`src/rtl/uninasoc_pkg.sv`:
```
// uninasoc_pkg: shared SoC constants for the AXI4-Lite GPIO slave.
// Holds the GPIO register offsets, AXI response codes, default GPIO widths,
// slave count and the write/read FSM state types.
package uninasoc_pkg;
    localparam int NUM_GPIO_IN  = 8;
    localparam int NUM_GPIO_OUT = 8;
    // The GPIO block occupies one crossbar slave port whenever it has any pins.
    localparam int BASE_AXI_SLAVES = 2;
    localparam int NUM_AXI_SLAVES  = BASE_AXI_SLAVES + ((NUM_GPIO_IN > 0 || NUM_GPIO_OUT > 0) ? 1 : 0);
    localparam logic [4:0] GPIO_DIN_OFFSET    = 5'h00;
    localparam logic [4:0] GPIO_DOUT_OFFSET   = 5'h04;
    localparam logic [4:0] GPIO_IRQEN_OFFSET  = 5'h08;
    localparam logic [4:0] GPIO_STATUS_OFFSET = 5'h0C;
    localparam logic [4:0] GPIO_EDGE_OFFSET   = 5'h10;
    localparam logic [4:0] GPIO_SET_OFFSET    = 5'h14;
    localparam logic [4:0] GPIO_CLR_OFFSET    = 5'h18;
    localparam logic [1:0] AXI_RESP_OKAY   = 2'b00;
    localparam logic [1:0] AXI_RESP_SLVERR = 2'b10;
    typedef enum logic {W_IDLE, W_RESP} wr_state_t;
    typedef enum logic {R_IDLE, R_DATA} rd_state_t;
    function automatic logic [31:0] strb_mask(input logic [3:0] strb);
        return {{8{strb[3]}}, {8{strb[2]}}, {8{strb[1]}}, {8{strb[0]}}};
    endfunction
endpackage

```
`src/rtl/gpio_edge_detect.sv`:
```
// gpio_edge_detect: input synchroniser, one-cycle delay copy and per-bit edge select.
// Ports: clk, rst (async active-high), pins (async inputs), edge_sel (0 rising,
// 1 falling), level (synchronised pins), edges (one-cycle pulse per selected edge).
module gpio_edge_detect #(
    parameter int WIDTH       = 8,
    parameter int SYNC_STAGES = 2
) (
    input  logic             clk,
    input  logic             rst,
    input  logic [WIDTH-1:0] pins,
    input  logic [WIDTH-1:0] edge_sel,
    output logic [WIDTH-1:0] level,
    output logic [WIDTH-1:0] edges
);
    logic [SYNC_STAGES-1:0][WIDTH-1:0] chain;
    logic [WIDTH-1:0] dly;
    always_ff @(posedge clk or posedge rst) begin
        if (rst) begin
            chain <= '0;
            dly   <= '0;
        end else begin
            chain <= {chain[SYNC_STAGES-2:0], pins};
            dly   <= chain[SYNC_STAGES-1];
        end
    end
    assign level = chain[SYNC_STAGES-1];
    // Edges come from the level itself, so flipping edge_sel on a steady pin never fires.
    assign edges = (edge_sel & dly & ~level) | (~edge_sel & level & ~dly);
endmodule

```
`src/rtl/axilite_gpio_irq.sv`:
```
// axilite_gpio_irq: AXI4-Lite GPIO slave with per-pin edge interrupts.
// Ports: clock_i, reset_i (async active-high); s_axilite_* AXI4-Lite slave;
// gpio_in_i async input pins; gpio_out_o registered outputs; irq_o registered
// level interrupt (OR of IRQ_STATUS & IRQ_EN).
// Build option: define GPIO_SET_CLR_EN to map DOUT_SET (0x14) and DOUT_CLR (0x18).
module axilite_gpio_irq #(
    parameter int AXI_DATA_WIDTH = 32,
    parameter int AXI_ADDR_WIDTH = 32,
    parameter int NUM_GPIO_IN    = uninasoc_pkg::NUM_GPIO_IN,
    parameter int NUM_GPIO_OUT   = uninasoc_pkg::NUM_GPIO_OUT,
    parameter int SYNC_STAGES    = 2
) (
    input  logic                        clock_i,
    input  logic                        reset_i,
    input  logic [AXI_ADDR_WIDTH-1:0]   s_axilite_awaddr,
    input  logic                        s_axilite_awvalid,
    output logic                        s_axilite_awready,
    input  logic [AXI_DATA_WIDTH-1:0]   s_axilite_wdata,
    input  logic [AXI_DATA_WIDTH/8-1:0] s_axilite_wstrb,
    input  logic                        s_axilite_wvalid,
    output logic                        s_axilite_wready,
    output logic [1:0]                  s_axilite_bresp,
    output logic                        s_axilite_bvalid,
    input  logic                        s_axilite_bready,
    input  logic [AXI_ADDR_WIDTH-1:0]   s_axilite_araddr,
    input  logic                        s_axilite_arvalid,
    output logic                        s_axilite_arready,
    output logic [AXI_DATA_WIDTH-1:0]   s_axilite_rdata,
    output logic [1:0]                  s_axilite_rresp,
    output logic                        s_axilite_rvalid,
    input  logic                        s_axilite_rready,
    input  logic [NUM_GPIO_IN-1:0]      gpio_in_i,
    output logic [NUM_GPIO_OUT-1:0]     gpio_out_o,
    output logic                        irq_o
);
    import uninasoc_pkg::*;
    logic [NUM_GPIO_IN-1:0] din, edges, irq_en, irq_status, edge_sel;
    logic [NUM_GPIO_IN-1:0] irq_en_next, status_next, edge_next;
    logic [NUM_GPIO_OUT-1:0] dout, dout_next;
    wr_state_t w_state, w_next;
    rd_state_t r_state, r_next;
    logic aw_held, w_held, aw_take, w_take, do_wr, ar_take;
    logic wr_dout, wr_en, wr_stat, wr_edge, wr_set, wr_clr;
    logic [4:0] aw_off, cur_off, ar_off;
    logic [31:0] w_data, cur_data, cur_mask, wd, rd_val;
    logic [3:0] w_strb;
    logic unused;

    gpio_edge_detect #(.WIDTH(NUM_GPIO_IN), .SYNC_STAGES(SYNC_STAGES)) u_edge (
        .clk(clock_i), .rst(reset_i), .pins(gpio_in_i), .edge_sel(edge_sel),
        .level(din), .edges(edges)
    );

    function automatic logic mapped(input logic [4:0] off);
`ifdef GPIO_SET_CLR_EN
        return off <= GPIO_CLR_OFFSET;
`else
        return off <= GPIO_EDGE_OFFSET;
`endif
    endfunction

    assign s_axilite_awready = (w_state == W_IDLE) && !aw_held;
    assign s_axilite_wready  = (w_state == W_IDLE) && !w_held;
    assign s_axilite_bvalid  = w_state == W_RESP;
    assign s_axilite_arready = r_state == R_IDLE;
    assign s_axilite_rvalid  = r_state == R_DATA;
    assign aw_take = s_axilite_awvalid && s_axilite_awready;
    assign w_take  = s_axilite_wvalid && s_axilite_wready;
    assign ar_take = s_axilite_arvalid && s_axilite_arready;
    // Commit in the cycle the later of AW/W arrives, using whichever half was latched.
    assign do_wr    = (w_state == W_IDLE) && (aw_held || aw_take) && (w_held || w_take);
    assign cur_off  = aw_held ? aw_off : {s_axilite_awaddr[4:2], 2'b00};
    assign cur_data = w_held ? w_data : s_axilite_wdata;
    assign cur_mask = strb_mask(w_held ? w_strb : s_axilite_wstrb);
    assign wd       = cur_data & cur_mask;
    assign wr_dout  = do_wr && cur_off == GPIO_DOUT_OFFSET;
    assign wr_en    = do_wr && cur_off == GPIO_IRQEN_OFFSET;
    assign wr_stat  = do_wr && cur_off == GPIO_STATUS_OFFSET;
    assign wr_edge  = do_wr && cur_off == GPIO_EDGE_OFFSET;
`ifdef GPIO_SET_CLR_EN
    assign wr_set = do_wr && cur_off == GPIO_SET_OFFSET;
    assign wr_clr = do_wr && cur_off == GPIO_CLR_OFFSET;
`else
    assign wr_set = 1'b0;
    assign wr_clr = 1'b0;
`endif
    assign ar_off = {s_axilite_araddr[4:2], 2'b00};
    assign unused = ^{s_axilite_awaddr, s_axilite_araddr, cur_mask, wd};

    always_comb begin
        w_next      = do_wr ? W_RESP : (w_state == W_RESP && s_axilite_bready) ? W_IDLE : w_state;
        r_next      = ar_take ? R_DATA : (r_state == R_DATA && s_axilite_rready) ? R_IDLE : r_state;
        dout_next   = wr_dout ? (dout & ~cur_mask[NUM_GPIO_OUT-1:0]) | wd[NUM_GPIO_OUT-1:0] :
                      wr_set  ? dout | wd[NUM_GPIO_OUT-1:0] :
                      wr_clr  ? dout & ~wd[NUM_GPIO_OUT-1:0] : dout;
        irq_en_next = wr_en ? (irq_en & ~cur_mask[NUM_GPIO_IN-1:0]) | wd[NUM_GPIO_IN-1:0] : irq_en;
        edge_next   = wr_edge ? (edge_sel & ~cur_mask[NUM_GPIO_IN-1:0]) | wd[NUM_GPIO_IN-1:0] : edge_sel;
        // A new edge is OR-ed in after the W1C clear, so a coincident event survives.
        status_next = (irq_status & ~(wr_stat ? wd[NUM_GPIO_IN-1:0] : '0)) | edges;
        rd_val      = ar_off == GPIO_DIN_OFFSET    ? 32'(din) :
                      ar_off == GPIO_DOUT_OFFSET   ? 32'(dout) :
                      ar_off == GPIO_IRQEN_OFFSET  ? 32'(irq_en) :
                      ar_off == GPIO_STATUS_OFFSET ? 32'(irq_status) :
                      ar_off == GPIO_EDGE_OFFSET   ? 32'(edge_sel) : '0;
    end

    always_ff @(posedge clock_i or posedge reset_i) begin
        if (reset_i) begin
            w_state <= W_IDLE;
            r_state <= R_IDLE;
        end else begin
            w_state <= w_next;
            r_state <= r_next;
        end
    end

    always_ff @(posedge clock_i or posedge reset_i) begin
        if (reset_i) begin
            aw_held         <= 1'b0;
            w_held          <= 1'b0;
            aw_off          <= '0;
            w_data          <= '0;
            w_strb          <= '0;
            s_axilite_bresp <= AXI_RESP_OKAY;
            s_axilite_rdata <= '0;
            s_axilite_rresp <= AXI_RESP_OKAY;
            dout            <= '0;
            irq_en          <= '0;
            irq_status      <= '0;
            edge_sel        <= '0;
            irq_o           <= 1'b0;
        end else begin
            aw_held    <= !do_wr && (aw_held || aw_take);
            w_held     <= !do_wr && (w_held || w_take);
            aw_off     <= aw_take ? {s_axilite_awaddr[4:2], 2'b00} : aw_off;
            w_data     <= w_take ? s_axilite_wdata : w_data;
            w_strb     <= w_take ? s_axilite_wstrb : w_strb;
            s_axilite_bresp <= do_wr ? (mapped(cur_off) ? AXI_RESP_OKAY : AXI_RESP_SLVERR) : s_axilite_bresp;
            s_axilite_rdata <= ar_take ? rd_val : s_axilite_rdata;
            s_axilite_rresp <= ar_take ? (mapped(ar_off) ? AXI_RESP_OKAY : AXI_RESP_SLVERR) : s_axilite_rresp;
            dout       <= dout_next;
            irq_en     <= irq_en_next;
            irq_status <= status_next;
            edge_sel   <= edge_next;
            irq_o      <= |(irq_status & irq_en);
        end
    end

    assign gpio_out_o = dout;
endmodule

```
`config.mk`:
```
export PLATFORM = sky130hd
export DESIGN_NAME = axilite_gpio_irq
export DESIGN_NICKNAME = d
export VERILOG_FILES = /design/src/rtl/uninasoc_pkg.sv /design/src/rtl/gpio_edge_detect.sv /design/src/rtl/axilite_gpio_irq.sv
export SDC_FILE = /design/constraint.sdc
export NUM_CORES = 1
export LEC_CHECK = 0
export CORE_ASPECT_RATIO = 1.5
export CORE_MARGIN = 2
export CORE_UTILIZATION = 30
export DETAILED_ROUTE_END_ITERATION = 8
export DONT_BUFFER_PORTS = 1
export PLACE_DENSITY_LB_ADDON = 0.25
export SETUP_SLACK_MARGIN = 0.02
export SLEW_MARGIN = 20
export SYNTH_ARGS = -nofsm -noshare
export SYNTH_HDL_FRONTEND = slang
export SYNTH_HIERARCHICAL = 1
export SYNTH_SLANG_ARGS = --single-unit
```
`constraint.sdc`:
```
create_clock -name clock_i -period 2.6 [get_ports clock_i]
set_input_delay 0.39 -clock clock_i [delete_from_list [all_inputs] [get_ports clock_i]]
set_output_delay 0.39 -clock clock_i [all_outputs]
set_load 0.05 [all_outputs]
```
# Yosys cells after proc, flatten, opt, wreduce, memory -nomap -nowiden
# Cells that the tools add are included.
# op_classes
order_cmp,2
n_eq_ne,8
bitwise,22
mux,15
reduce_logical,24
# ops
cell,n
8-bit bitwise AND,10
8-bit two-way mux,7
8-bit inverter,5
8-bit bitwise OR,5
1-bit logical AND,15
5-bit by 4-bit == test with 1-bit output (second input constant),2
5-bit <= comparator (second input constant),2
8-bit OR reduction,1
3-bit by 2-bit == test with 1-bit output (second input constant),2
5-bit by 3-bit == test with 1-bit output (second input constant),1
5-bit == test (second input constant),1
5-bit zero test,1
1-bit two-way mux,5
5-bit two-way mux,1
2-bit two-way mux,2
2-bit nonzero test,2
3-bit by 1-bit == test with 1-bit output (second input constant),1
3-bit == test (second input constant),1
1-bit zero test,3
1-bit logical OR,2
1-bit inverter,2
# word_totals
elab_cells,89
output_inout_bits,50
in_bits,115
regBits,109

# Depth between registers and ports, before layout
# logic_depth
depth_word,11
mapped_depth,6
ltp_nobuf,4

# Cells and area by module
# The synthesis kept the hierarchy.
# modules_own_cells
mod,n_inst,cells_each,seq_area_each_um2,area_per_inst_um2
axilite_gpio_irq,1,284,1476.4,3039.2
gpio_edge_detect,1,57,600.6,844.6

# Worst setup path before layout
# Ideal clock, no wire load.
# synth_timing
path_kind,register to register
startpoint,register w_state (netlist: s_axilite_bvalid)
endpoint,register aw_off[2]
n_path_buf,0
period_less_slack_ns,2.101
required_ns,2.475
setup_slack_ns,0.499
arrival_time_ns,1.976
path_stages_with_launch,4
path_cell_list,dfrtp_1 nor2_1 and2_1 mux2_2
# synth_via
elab_chain_cells,3
# synth_rtl
item,line,text
start: declaration,axilite_gpio_irq.sv:40,"wr_state_t w_state, w_next;"
start signal: assignment,axilite_gpio_irq.sv:112,w_state <= w_next;
1-bit inverter,axilite_gpio_irq.sv:62,assign s_axilite_awready = (w_state == W_IDLE) && !aw_held;
1-bit logical AND,axilite_gpio_irq.sv:62,
via s_axilite_awready,axilite_gpio_irq.sv:17,"output logic s_axilite_awready,"
1-bit logical AND,axilite_gpio_irq.sv:67,assign aw_take = s_axilite_awvalid && s_axilite_awready;
end signal: assignment,axilite_gpio_irq.sv:135,"aw_off <= aw_take ? {s_axilite_awaddr[4:2], 2'b00} : aw_off;"
end: declaration,axilite_gpio_irq.sv:44,"logic [4:0] aw_off, cur_off, ar_off;"
# The timed path passes the listed nets, and every way through them passes these cells.
# A chain may end at the register's enable or synchronous reset.

==> flow_metrics.py <==
metrics = {
    "outcome": {
        "status": "finished, final reports clean",
    },
    "clock_tree": {
        "cts_tree": "yes",
        "cts_resized": 0,
        "clockBufferDepth": 2,
        "clk_pin_slew_ns": 0.06,
        "hold_buffers": 0,
        "cts_buffers": 9,
        "htreeDepth": 3,
        "clkLatencyLatePin_ns": 0.33,
        "cts_setup_buffers": 0,
        "cts_root_buffer": "clkbuf_16",
        "clock_sinks": 83,
    },
    "sta": {
        "hold_viol": 0,
        "period_share": 0.754,
        "hold_ws_ns": 0.0169,
        "fin_crit_ns": 1.96,
        "fin_skew_ns": 0.00344,
        "rsz0062_at_grt": "no",
        "max_freq_mhz": 510,
        "setup_viol_count_final": 0,
        "layout_setup_ws_ns": 0.639,
        "slew_viol_final": 0,
        "max_slew.worst_pin.slew_ns": 0.880,
        "setup_tns_ns": 0,
        "slew_headroom": 0.410,
    },
    "synthesis": {
        "ys.flop_type": "dfrtp_1",
        "synth_common_cells": "83 x dfrtp_1, 45 x mux2_2, 34 x buf_4",
        "synth_most_common_cell": "dfrtp_1",
        "synth_area_leaders": "dfrtp_1 53%, mux2_2 13%, buf_4 6.6%",
        "synth-seq-cells": 83,
        "synth-edff-count": 0,
        "synth-async-reset-ratio": 1.00,
        "netlist_area_mm2": 0.00388,
        "yosysSeqAreaShare": 0.535,
        "synth_cells": 341,
        "synth_top_area_share": 0.535,
        "avgSynthCellArea_um2": 11.4,
        "synth_cell_type_count": 34,
        "yosys_warnings": 6,
        "yosys.area.top_type": "dfrtp_1",
    },
    "setup_path": {
        "required_ns": 2.82,
        "slowest_stage": "dfrtp_1",
        "path_cells": "o21bai_4 -> or2_4 -> nor4_4 -> buf_4 -> mux2_2",
        "critPathMaxStageDelay_ns": 0.57,
        "crit_fanout": 11,
        "setup.worst_path.class": "flop to flop",
        "start_kind": "flop",
        "critical_path_arrival_ns": 2.18,
        "cp-end-kind": "flop",
    },
    "pwr": {
        "switchingPower_mw": 1.85,
        "powerDensity_mw_per_mm2": 1160,
        "p_clk_frac": 0.266,
        "p_seq_frac": 0.479,
        "p_int_mw": 3.06,
        "switching_share": 0.377,
        "ir_drop_mv": 0.397,
        "cellLeakagePower_nw": 1.84,
        "combPwrFrac": 0.255,
    },
    "floorplanning": {
        "die_x_um": 96.9,
        "die_y_um": 143,
        "die_area_mm2": 0.0139,
        "row_count": 50,
        "coreArea_mm2": 0.0126,
        "ios": 165,
        "start_util": 0.309,
    },
    "routing": {
        "wl_mm": 7.93,
        "drt_pass1_iterations": 4,
        "drtAntennaViolNets": 0,
        "drt_iter0_drc": 107,
        "drc": 0,
        "via_per_inst": 4.68,
        "vias": 2350,
        "wl_per_cell_um": 15.8,
    },
    "global_route": {
        "grt_use_total": 0.122,
        "antenna_found_initial": 0,
        "grt_overflow": 0,
        "grt_max_degree": 60,
        "grt_pass1_vias": 2408,
        "grt_pass1_wl_mm": 13.1,
    },
    "final_layout": {
        "syn_to_final_growth_pct": 8.96,
        "diodes": 0,
        "drive_gt1_frac": 0.228,
        "layout.nets": 456,
    },
    "min_path": {
        "hold_path_class": "input port to asynchronous set/reset pin",
    },
    "placed_design": {
        "place_hpwl_mm": 5.76,
        "port_buffers": 0,
        "globalplace.congestion": 0.752,
        "dp_slack_ns": 0.630,
    },
    "run": {
        "maxCapViolations": 0,
    },
}
## stage by stage
| stage | power [mW] | std cells | cell area [µm²] | util |
|---|---|---|---|---|
| finish | 4.90 | 502 | 4230 | 0.337 |
| global route | 5.20 | 502 | 4230 | 0.337 |
| CTS | 4.98 | 502 | 4230 | 0.337 |
| detailed placement | 3.64 | 486 | 3920 | 0.312 |
| global placement | 3.61 | 486 | 3920 | 0.312 |
| floorplan | 3.38 | 366 | 3980 | - |
## layer usage
metal | vias to the layer above | part of all wire | global-route usage
li1 | 1109 | - | -
met1 | 1149 | 0.43 | 0.149
met2 | 82 | 0.47 | 0.194
met3 | 10 | 0.079 | 0.0477
met4 | 0 | 0.018 | 0.0511
met5 | - | 0 | 0
## cell families after synthesis
family,after synthesis,synth area share
other,1,0.000966
AOI/OAI and AO/OA,54,0.104
buffers and inverters,66,0.101
muxes,55,0.156
and+or+nand+nor,82,0.103
DFF,83,0.535
## worst max-delay path, delay by kind of cell (launching register included)
family,cells,cell delay [ns]
flops,1,0.57
simple gates,2,0.55
mux,1,0.36
buf+inv,1,0.23
compound gates,1,0.13
## final timing paths
path                                      start                          to  slack (ns)  cells after the start
worst max-delay path                    aw_held                        flop        0.64                      5
worst min-delay path                    reset_i             u_edge/chain[2]        0.02                      1
worst min register to register  u_edge/chain[2]             u_edge/level[2]        0.35                      0
worst max register to register          aw_held                        flop        0.64                      5
max in group asynchronous               reset_i  asynchronous set/reset pin        1.90                      2
min in group clock_i               gpio_in_i[7]             u_edge/chain[7]        0.08                      0
## power groups by stage
stage / combinational [mW] / sequential [mW] / clock [mW]
3_5_place_dp: 1.27 / 2.38 / 0
5_1_grt: 1.39 / 2.41 / 1.40
4_1_cts: 1.27 / 2.36 / 1.35
3_3_place_gp: 1.24 / 2.36 / 0
2_1_floorplan: 1.08 / 2.29 / 0
6_report: 1.25 / 2.35 / 1.30
## placed cells by master, fill, tap and decap left out, drive strengths merged, types with 10 or more instances in the layout
| cell | netlist | routed |
|---|---|---|
| o22ai | 16 | 16 |
| nand2b | 10 | 10 |
| clkbuf | 7 | 15 |
| mux2 | 45 | 45 |
| mux2i | 10 | 10 |
| inv | 22 | 21 |
| nand2 | 22 | 22 |
| nor2 | 29 | 29 |
| dfrtp | 83 | 83 |
| conb | 1 | 26 |
## final cells by class
type	count	area, µm²
Multi-Input combinational cell	217	1510
Timing Repair Buffer	8	60.1
Tap cell	156	195
Clock inverter	1	30.0
Sequential cell	83	2080
Clock buffer	15	278
Inverter	22	82.6
Fill cell	1269	8340
(Power assumes the default switching activity.)
